<file path="src/rtl/mdu_stall_ctrl.sv">
// Sequences the multi-cycle multiply/divide unit in EXE and generates the
// PC/ID/EXE hold and MEM bubble controls for the duration of an operation.
module mdu_stall_ctrl #(
  parameter int unsigned DIV_CYCLES = 34,
  parameter int unsigned MUL_CYCLES = 2,
  parameter int unsigned CNT_W      = 6
) (
  input  logic clk,
  input  logic rst,
  input  logic EXE_Valid,
  input  logic EXE_IsDiv,
  input  logic EXE_IsMul,
  input  logic EXE_Signed,
  input  logic EXE_Flush,
  input  logic MEM_Stall,
  output logic MDU_Start,
  output logic MDU_Cancel,
  output logic MDU_IsDiv,
  output logic MDU_Signed,
  output logic MDU_ResultValid,
  output logic MDU_PCWr,
  output logic MDU_IDWr,
  output logic MDU_EXEWr,
  output logic MDU_MEMFlush,
  output logic MDU_Busy
);

  localparam logic [CNT_W-1:0] DIV_LAST = CNT_W'(DIV_CYCLES - 1);
  localparam logic [CNT_W-1:0] MUL_LAST = CNT_W'(MUL_CYCLES - 1);

  typedef enum logic [1:0] {
    IDLE = 2'd0,
    RUN  = 2'd1,
    HOLD = 2'd2
  } state_t;

  state_t           state, state_nxt;
  logic [CNT_W-1:0] cnt, cnt_nxt;
  logic             op_div, op_div_nxt;
  logic             op_signed, op_signed_nxt;
  logic             req;
  logic             stall;

  assign req = EXE_Valid & (EXE_IsDiv | EXE_IsMul) & ~EXE_Flush;

  // State register
  always_ff @(posedge clk) begin
    if (rst) begin
      state     <= IDLE;
      cnt       <= '0;
      op_div    <= 1'b0;
      op_signed <= 1'b0;
    end else begin
      state     <= state_nxt;
      cnt       <= cnt_nxt;
      op_div    <= op_div_nxt;
      op_signed <= op_signed_nxt;
    end
  end

  // Next state and outputs; flush overrides everything, reset forces idle outputs
  always_comb begin
    state_nxt       = state;
    cnt_nxt         = cnt;
    op_div_nxt      = op_div;
    op_signed_nxt   = op_signed;
    stall           = 1'b0;
    MDU_Start       = 1'b0;
    MDU_Cancel      = 1'b0;
    MDU_IsDiv       = 1'b0;
    MDU_Signed      = 1'b0;
    MDU_ResultValid = 1'b0;
    MDU_Busy        = (state != IDLE);

    case (state)
      IDLE: begin
        if (req) begin
          MDU_Start     = 1'b1;
          MDU_IsDiv     = EXE_IsDiv;
          MDU_Signed    = EXE_Signed;
          op_div_nxt    = EXE_IsDiv;
          op_signed_nxt = EXE_Signed;
          cnt_nxt       = EXE_IsDiv ? DIV_LAST : MUL_LAST;
          stall         = 1'b1;
          state_nxt     = RUN;
        end
      end
      RUN: begin
        MDU_IsDiv  = op_div;
        MDU_Signed = op_signed;
        if (EXE_Flush) begin
          MDU_Cancel = 1'b1;
          cnt_nxt    = '0;
          state_nxt  = IDLE;
        end else if (cnt != '0) begin
          cnt_nxt = cnt - CNT_W'(1);
          stall   = 1'b1;
        end else begin
          MDU_ResultValid = 1'b1;
          state_nxt       = MEM_Stall ? HOLD : IDLE;
        end
      end
      HOLD: begin
        MDU_IsDiv  = op_div;
        MDU_Signed = op_signed;
        if (EXE_Flush) begin
          cnt_nxt   = '0;
          state_nxt = IDLE;
        end else begin
          MDU_ResultValid = 1'b1;
          if (!MEM_Stall) state_nxt = IDLE;
        end
      end
      default: begin
        cnt_nxt   = '0;
        state_nxt = IDLE;
      end
    endcase

    if (rst) begin
      stall           = 1'b0;
      MDU_Start       = 1'b0;
      MDU_Cancel      = 1'b0;
      MDU_IsDiv       = 1'b0;
      MDU_Signed      = 1'b0;
      MDU_ResultValid = 1'b0;
      MDU_Busy        = 1'b0;
    end

    MDU_PCWr     = ~stall;
    MDU_IDWr     = ~stall;
    MDU_EXEWr    = ~stall;
    MDU_MEMFlush = stall;
  end

endmodule

</file>
<file path="config.mk">
export PLATFORM = sky130hd
export DESIGN_NAME = mdu_stall_ctrl
export DESIGN_NICKNAME = d
export VERILOG_FILES = /design/src/rtl/mdu_stall_ctrl.sv
export SDC_FILE = /design/constraint.sdc
export NUM_CORES = 1
export LEC_CHECK = 0
export CORE_AREA = 4 4 49 51
export CTS_CLUSTER_DIAMETER = 100
export DETAILED_ROUTE_END_ITERATION = 12
export DIE_AREA = 0 0 53 55
export MAX_ROUTING_LAYER = met4
export PLACE_DENSITY = 0.67
export SLEW_MARGIN = 20
export SYNTH_ARGS = -nofsm -noshare
export SYNTH_HDL_FRONTEND = slang
export SYNTH_SLANG_ARGS = --single-unit
</file>
<file path="constraint.sdc">
create_clock -name clk -period 4.2 [get_ports clk]
set_clock_uncertainty 0.1 [all_clocks]
set_input_delay 0.84 -clock clk [delete_from_list [all_inputs] [get_ports clk]]
set_output_delay 0.84 -clock clk [all_outputs]
set_load 0.02 [all_outputs]
</file>
Word level (Yosys, flattened, before mapping):

Cells that the tools add are included.

* $add $sub $neg: 1
* eq/ne operators: 7
* muxes and demuxes: 35
* bitwise gates (word level): 5
* reduce and logical (&&, ||, !) cells: 7

Operators by type and width (number)
* $mux 6: 5
* $mux 1: 18
* $pmux 6 s3: 1
* $mux 2: 6
* $ne 3x3->1 const B: 3
* $pmux 1 s2: 4
* $pmux 2 s3: 1
* $reduce_and 3->1: 2
* $reduce_bool 6->1: 1
* $sub 6x1->6 const B: 1
* $ne 2x2->1 const B: 2
* $and 1x1->1: 2
* $eq 2x1->1 const B: 1
* $eq 2x2->1 const B: 1
* $logic_not 2->1: 1
* $not 1->1: 2
* $reduce_and 2->1: 1
* $reduce_bool 2->1: 1
* $reduce_or 2->1: 1
* $or 1x1->1: 1

* register bits after elaboration: 10
* input bits: 8
* output and inout bits: 10
* logic and storage cells: 59

Longest topological paths before layout:

Gate-level depths: netlist of the first run.

* word-level depth: 7
* gate-level depth with buffers: 7
* gate-level depth less buffers: 6

Least setup slack after synthesis of the first run:

Ideal clock, no wire load.

* path kind: input to output
* start: input EXE_IsDiv
* end: output MDU_IDWr
* arrival time: 2060 ps
* slack: 1200 ps
* cell stages on the path: 4
* buffers on the path: 1
* cell sequence: nor2_1 > nor3_1 > o21ai_0 > buf_4

* longest elaborated chain between the ends: 7

Ends and longest elaborated chain
* start, declared: line 11 `input logic EXE_IsDiv,`
* $or 1x1->1: line 44 `assign req = EXE_Valid & (EXE_IsDiv | EXE_IsMul) & ~EXE_Flush;`
* $and 1x1->1 (2 in a row): line 44
* $mux 1: line 77 `if (req) begin`
* $pmux 1 s2: line 75 `case (state)`
* $mux 1: line 120 `if (rst) begin`
* $not 1->1
* end, declared: line 22 `output logic MDU_IDWr,`

Every way passes these cells.

Worst setup path after layout of the first run:

* start: input EXE_Flush
* end: output MDU_Signed

* longest elaborated chain between the ends: 5

Ends and longest elaborated chain
* start, declared: line 14 `input logic EXE_Flush,`
* $not 1->1: line 44
* $and 1x1->1: line 44
* $mux 1: line 77
* $pmux 1 s2: line 75
* $mux 1: line 120
* end, declared: line 19 `output logic MDU_Signed,`

Every way passes these cells.

==> flow_metrics.env, run 1 <==
export IMPL_cts_root_buf="clkbuf_4"
export IMPL_grt_pass1_vias=763
export IMPL_min_period_ps=3890
export IMPL_tightest_slew_ps=440
export IMPL_tns_ps=0
export IMPL_hold_viol=0
export IMPL_stdcell_area_um2=961
export IMPL_synth_flop_cell="dfxtp_1"
export IMPL_max_slew_margin_rel_pct=70.5
export IMPL_p_per_area_nw_per_um2=250
export IMPL_die_w_um=53
export IMPL_startpoint_type="input port"
export IMPL_antenna_cells=0
export IMPL_top_usage_layer="met2"
export IMPL_cts_htree_levels=1
export IMPL_drive_gt1_share_pct=5.22
export IMPL_yosysTopAreaCellShare_pct=26.8
export IMPL_cp_max_fo=7
export IMPL_grt_use_met1_pct=21.3
export IMPL_syn_avg_cell_area_um2=7.69
export IMPL_hold_path_class="reg -> reg"
export IMPL_met2_usage_pct=24.6
export IMPL_rsz0062_at_grt="false"
export IMPL_utilization_pct=49.5
export IMPL_status="complete, no violations"
export IMPL_nets=131
export IMPL_synth_area_leaders="dfxtp_1, ha_1, a21oi_1, nor2_1, inv_1"
export IMPL_setup_viol=0
export IMPL_end_kind="output pin"
export IMPL_fillers=205
export IMPL_gp_congestion=0.908
export IMPL_avgViaCountPerCell=5.95
export IMPL_dpl_worst_slack_ps=322
export IMPL_max_cap_viol_count=0
export IMPL_irDropWorstVdd_mv=0.184
export IMPL_overflow=0
export IMPL_wl_um=2140
export IMPL_dieArea_um2=2920
export IMPL_fp_row_count=16
export IMPL_cts_tree="yes"
export IMPL_top_level_ports=18
export IMPL_final_common_cell="clkdlybuf4s50_1"
export IMPL_numCtsBuffers=3
export IMPL_yosysUniqueCellTypes=36
export IMPL_ant_nets=0
export IMPL_drv_slew=0
export IMPL_post_drt_wl_per_cell_um=15.0
export IMPL_start_util_pct=38.4
export IMPL_die_h_um=55
export IMPL_holdBufCountCts=0
export IMPL_syn_num_nets=111
export IMPL_grt_met3_usage_pct=4.29
export IMPL_syn_inst=97
export IMPL_grt_max_degree=10
export IMPL_vias=845
export IMPL_placed_area_um2=938
export IMPL_async_flop_share_pct=0
export IMPL_place_hpwl_um=1660
export IMPL_area_growth_pct=28.9
export IMPL_synth_edff_count=0
export IMPL_syn_area_um2=746
export IMPL_required_ps=3260
export IMPL_postLayoutSetupSlackWorst_ps=313
export IMPL_core_area_um2=1940
export IMPL_worstPathArrival_ps=2950
export IMPL_clkSinkCount=10
export IMPL_p_leak_nw=0.354
export IMPL_rr_worst_depth=6
export IMPL_max_freq_ghz=0.257
export IMPL_path_class="in -> out"
export IMPL_drc=0
export IMPL_whs_path_depth=2
export IMPL_drt_pass1_iter_count=4
export IMPL_period_share_pct=92.6
export IMPL_insertion_delay_ps=270
export IMPL_ys_warnings_count=0
export IMPL_grtUsageTotal_pct=16.6
export IMPL_postCtsSetupRepairBufs=0
export IMPL_final_cell_mix="clkdlybuf4s50_1, nor2_1, dfxtp_1"
export IMPL_postCtsResizedCells=0
export IMPL_clock_path_buffers=2
export IMPL_drtIter0Drc=36
export IMPL_clkTransAtPathRegs_ps=60
export IMPL_grt_pass1_wl_um=3390
export IMPL_io_buffers=17
export IMPL_yosys_area_top_type="dfxtp_1"
export IMPL_synth_seq_cells=10
export IMPL_antenna_found_initial=0
export IMPL_yosysSeqAreaShare_pct=26.8
[per-layer routing]
metal / vias up / wire [µm]
li1: 403 / -
met1: 391 / 954
met2: 45 / 987
met3: 6 / 153
met4: 0 / 42
met5: - / 0
[cell usage after synthesis, drive strengths merged, types with 2 or more instances]
cell	number
nor2	11
dfxtp	10
a21oi	8
inv	7
nand2	7
ha	6
o21ai	6
nor3	4
nand2b	3
a211oi	2
a311oi	2
a32o	2
and3	2
buf	2
nand3	2
nand4	2
nor4	2
o21a	2
o31ai	2
[critical path, cell delays in order]
cell and delay (ps):
clkdlybuf4s50_1 520, nand2b_1 260, nor3_1 410, a22oi_1 130, nor3_1 160, clkdlybuf4s50_1 630
[cell families (layout without fill, tap and decap cells)]
group | after synthesis | count (layout) | share of synthesized area (%)
AOI/OAI and AO/OA | 31 | 31 | 28.4
adders and majority gates | 6 | 6 | 10.1
buffers and inverters | 10 | 28 | 6.04
and+or+nand+nor | 39 | 39 | 27.4
DFF | 10 | 10 | 26.8
muxes | 1 | 1 | 1.34
[flip-flops by register name, indices dropped and copies added, names as in the netlist]
| register | cells |
|---|---|
| cnt | 6 |
| op_div | 1 |
| state | 2 |
| op_signed | 1 |
[area by class of cell]
class | instances | area (µm²) | area share [%]
Multi-Input combinational cell | 77 | 500 | 52.1
Inverter | 7 | 26.3 | 2.73
Sequential cell | 10 | 200 | 20.8
Timing Repair Buffer | 18 | 178 | 18.5
Clock buffer | 3 | 22.5 | 2.34
Tap cell | 27 | 33.8 | 3.52
[worst paths after layout]
check                           slack [ps]                 from                  end
worst min register to register         360  op_div$_SDFFE_PP0N_  op_div$_SDFFE_PP0N_
worst max-delay path                   310            EXE_Flush           MDU_Signed
worst min-delay path                   360  op_div$_SDFFE_PP0N_  op_div$_SDFFE_PP0N_
worst max register to register        2060  cnt[0]$_SDFFE_PP0P_  cnt[4]$_SDFFE_PP0P_
[power breakdown]
part | total (W) | internal [W] | leakage [nW] | switching (W)
logic | 0.0000698 | 0.0000292 | 0.259 | 0.0000406
registers | 0.000103 | 0.0000990 | 0.0813 | 0.00000423
clock network | 0.0000670 | 0.0000331 | 0.0138 | 0.0000338
total | 0.000240 | 0.000161 | 0.354 | 0.0000787
[stage by stage]
step                hold WS, ps  cells  power, W
global placement            347    139  0.000173
floorplan                   337     97  0.000148
finish                      359    142  0.000240
detailed placement          354    139  0.000174
global route                386    142  0.000252
CTS                         364    142  0.000242
Power figures use the tool's default switching activity.
==> run 2: changes to the inputs <==
PLACE_DENSITY = 0.7   (was 0.67)
clock period = 3.3 ns   (was 4.2 ns; I/O delays follow)
==> run 2 against run 1 <==
Die area unchanged. Non-clock buffer count increased by 8. Sequential share of layout area decreased by 1.4 points. Sequential cell count unchanged. Worst hold slack got worse by 3.1 ps. Combinational power increased by 38%. Utilization increased by 3.7 points. Final cell count increased by 5.6%. Routed wire length decreased by 2.1%. Critical endpoint is now MDU_ResultValid.
==> flow_metrics.env, run 2 (synthesis results as in run 1) <==
export IMPL_io_buffers=17
export IMPL_hold_viol=0
export IMPL_whs_path_depth=2
export IMPL_final_cells=150
export IMPL_power_w=0.000315
export IMPL_overflow=0
export IMPL_stdcell_area_um2=1030
export IMPL_setup_viol=0
export IMPL_vias=842
export IMPL_clock_path_buffers=2
export IMPL_path_class="in -> out"
export IMPL_cts_tree="yes"
export IMPL_rsz0062_at_grt="false"
export IMPL_gp_congestion=0.926
export IMPL_drive_gt1_share_pct=13.8
export IMPL_startpoint_type="input port"
export IMPL_start_util_pct=38.4
export IMPL_max_cap_viol_count=0
export IMPL_final_cell_mix="clkdlybuf4s50_1, nor2_1, dfxtp_1"
export IMPL_drc=0
export IMPL_wl_um=2090
export IMPL_numCtsBuffers=3
export IMPL_end_kind="output pin"
export IMPL_dp_cells=147
export IMPL_antenna_found_initial=0
export IMPL_post_drt_wl_per_cell_um=13.9
export IMPL_tns_ps=0
export IMPL_clkTransAtPathRegs_ps=60
export IMPL_rr_worst_depth=7
export IMPL_placed_area_um2=998
export IMPL_cts_htree_levels=1
export IMPL_antenna_cells=0
export IMPL_holdBufCountCts=0
export IMPL_dieArea_um2=2920
export IMPL_grt_pass1_vias=784
export IMPL_die_h_um=55
export IMPL_worstPathArrival_ps=2420
export IMPL_core_area_um2=1940
export IMPL_largest_register_ffs=6
export IMPL_cts_root_buf="clkbuf_4"
export IMPL_dpl_worst_slack_ps=47.7
export IMPL_drtIter0Drc=18
export IMPL_irDropWorstVdd_mv=0.172
export IMPL_required_ps=2540
export IMPL_max_slew_margin_rel_pct=69.8
export IMPL_period_share_pct=96.3
export IMPL_drv_slew=0
export IMPL_grtUsageTotal_pct=16.7
export IMPL_top_register="cnt"
export IMPL_ant_nets=0
export IMPL_insertion_delay_ps=280
export IMPL_hold_path_class="reg -> reg"
export IMPL_grt_max_degree=9
export IMPL_fp_row_count=16
export IMPL_area_growth_pct=38.4
export IMPL_status="complete, no violations"
export IMPL_avgViaCountPerCell=5.61
export IMPL_clkSinkCount=10
export IMPL_final_common_cell="clkdlybuf4s50_1"
export IMPL_top_level_ports=18
export IMPL_reg_top3="cnt (6), state (2)"
export IMPL_p_leak_nw=0.403
export IMPL_drt_pass1_iter_count=6
export IMPL_cp_max_fo=6
export IMPL_die_w_um=53
export IMPL_nets=139
export IMPL_place_hpwl_um=1630
export IMPL_min_period_ps=3180
export IMPL_p_per_area_nw_per_um2=305
export IMPL_postLayoutSetupSlackWorst_ps=122
export IMPL_max_freq_ghz=0.315
export IMPL_grt_pass1_wl_um=3360
export IMPL_tightest_slew_ps=442
==> run 2: cell type report <==
cell class	instances	area (µm²)
fill	199	910
clock buffer	3	22.5
inverter	7	26.3
timing repair buffer	26	238
sequential	10	200
multi-input combinational	77	512
tap	27	33.8
==> run 2: worst paths after layout <==
path,start,end,slack (ps)
hold / removal,op_div$_SDFFE_PP0N_,op_div$_SDFFE_PP0N_,360
setup reg to reg,state[1]$_SDFFE_PP0P_,cnt[0]$_SDFFE_PP0P_,1170
setup / recovery,EXE_Flush,MDU_ResultValid,120
hold reg to reg,op_div$_SDFFE_PP0N_,op_div$_SDFFE_PP0N_,360
==> run 2: per-layer routing <==
layer  up-vias  track usage (%)  part of all wire [%]  routed length, µm
met5         -                -                     0                  0
li1        418                -                     -                  -
met4         0             10.2                   2.6                 55
met2        34             23.3                    43                898
met1       382             20.6                    49               1030
met3         8             5.90                   5.4                113
==> run 2: through the flow <==
stage / util [%] / hold slack, ps
floorplan: - / 337
global placement: 51.4 / 346
detailed placement: 51.4 / 349
CTS: 52.6 / 359
global route: 53.2 / 397
finish: 53.2 / 356
==> run 2: critical path, stage by stage <==
cell and delay (ps):
clkdlybuf4s50_1 430, buf_4 170, nor2b_2 150, a32o_2 230, and3_1 170, clkdlybuf4s50_1 600
==> run 2: power by group <==
group | switching (W) | internal, W | total, W
logic | 0.0000521 | 0.0000440 | 0.0000961
clock network | 0.0000445 | 0.0000423 | 0.0000867
registers | 0.00000572 | 0.000126 | 0.000132
total | 0.000102 | 0.000212 | 0.000315
==> run 2: what timing repair did <==
action / 4_1_cts / 5_1_grt
endpoints found under the hold margin: 0 / 0
setup buffers: 0 / 0
gates resized for setup: 0 / 4
endpoints found under the setup margin: 0 / 6
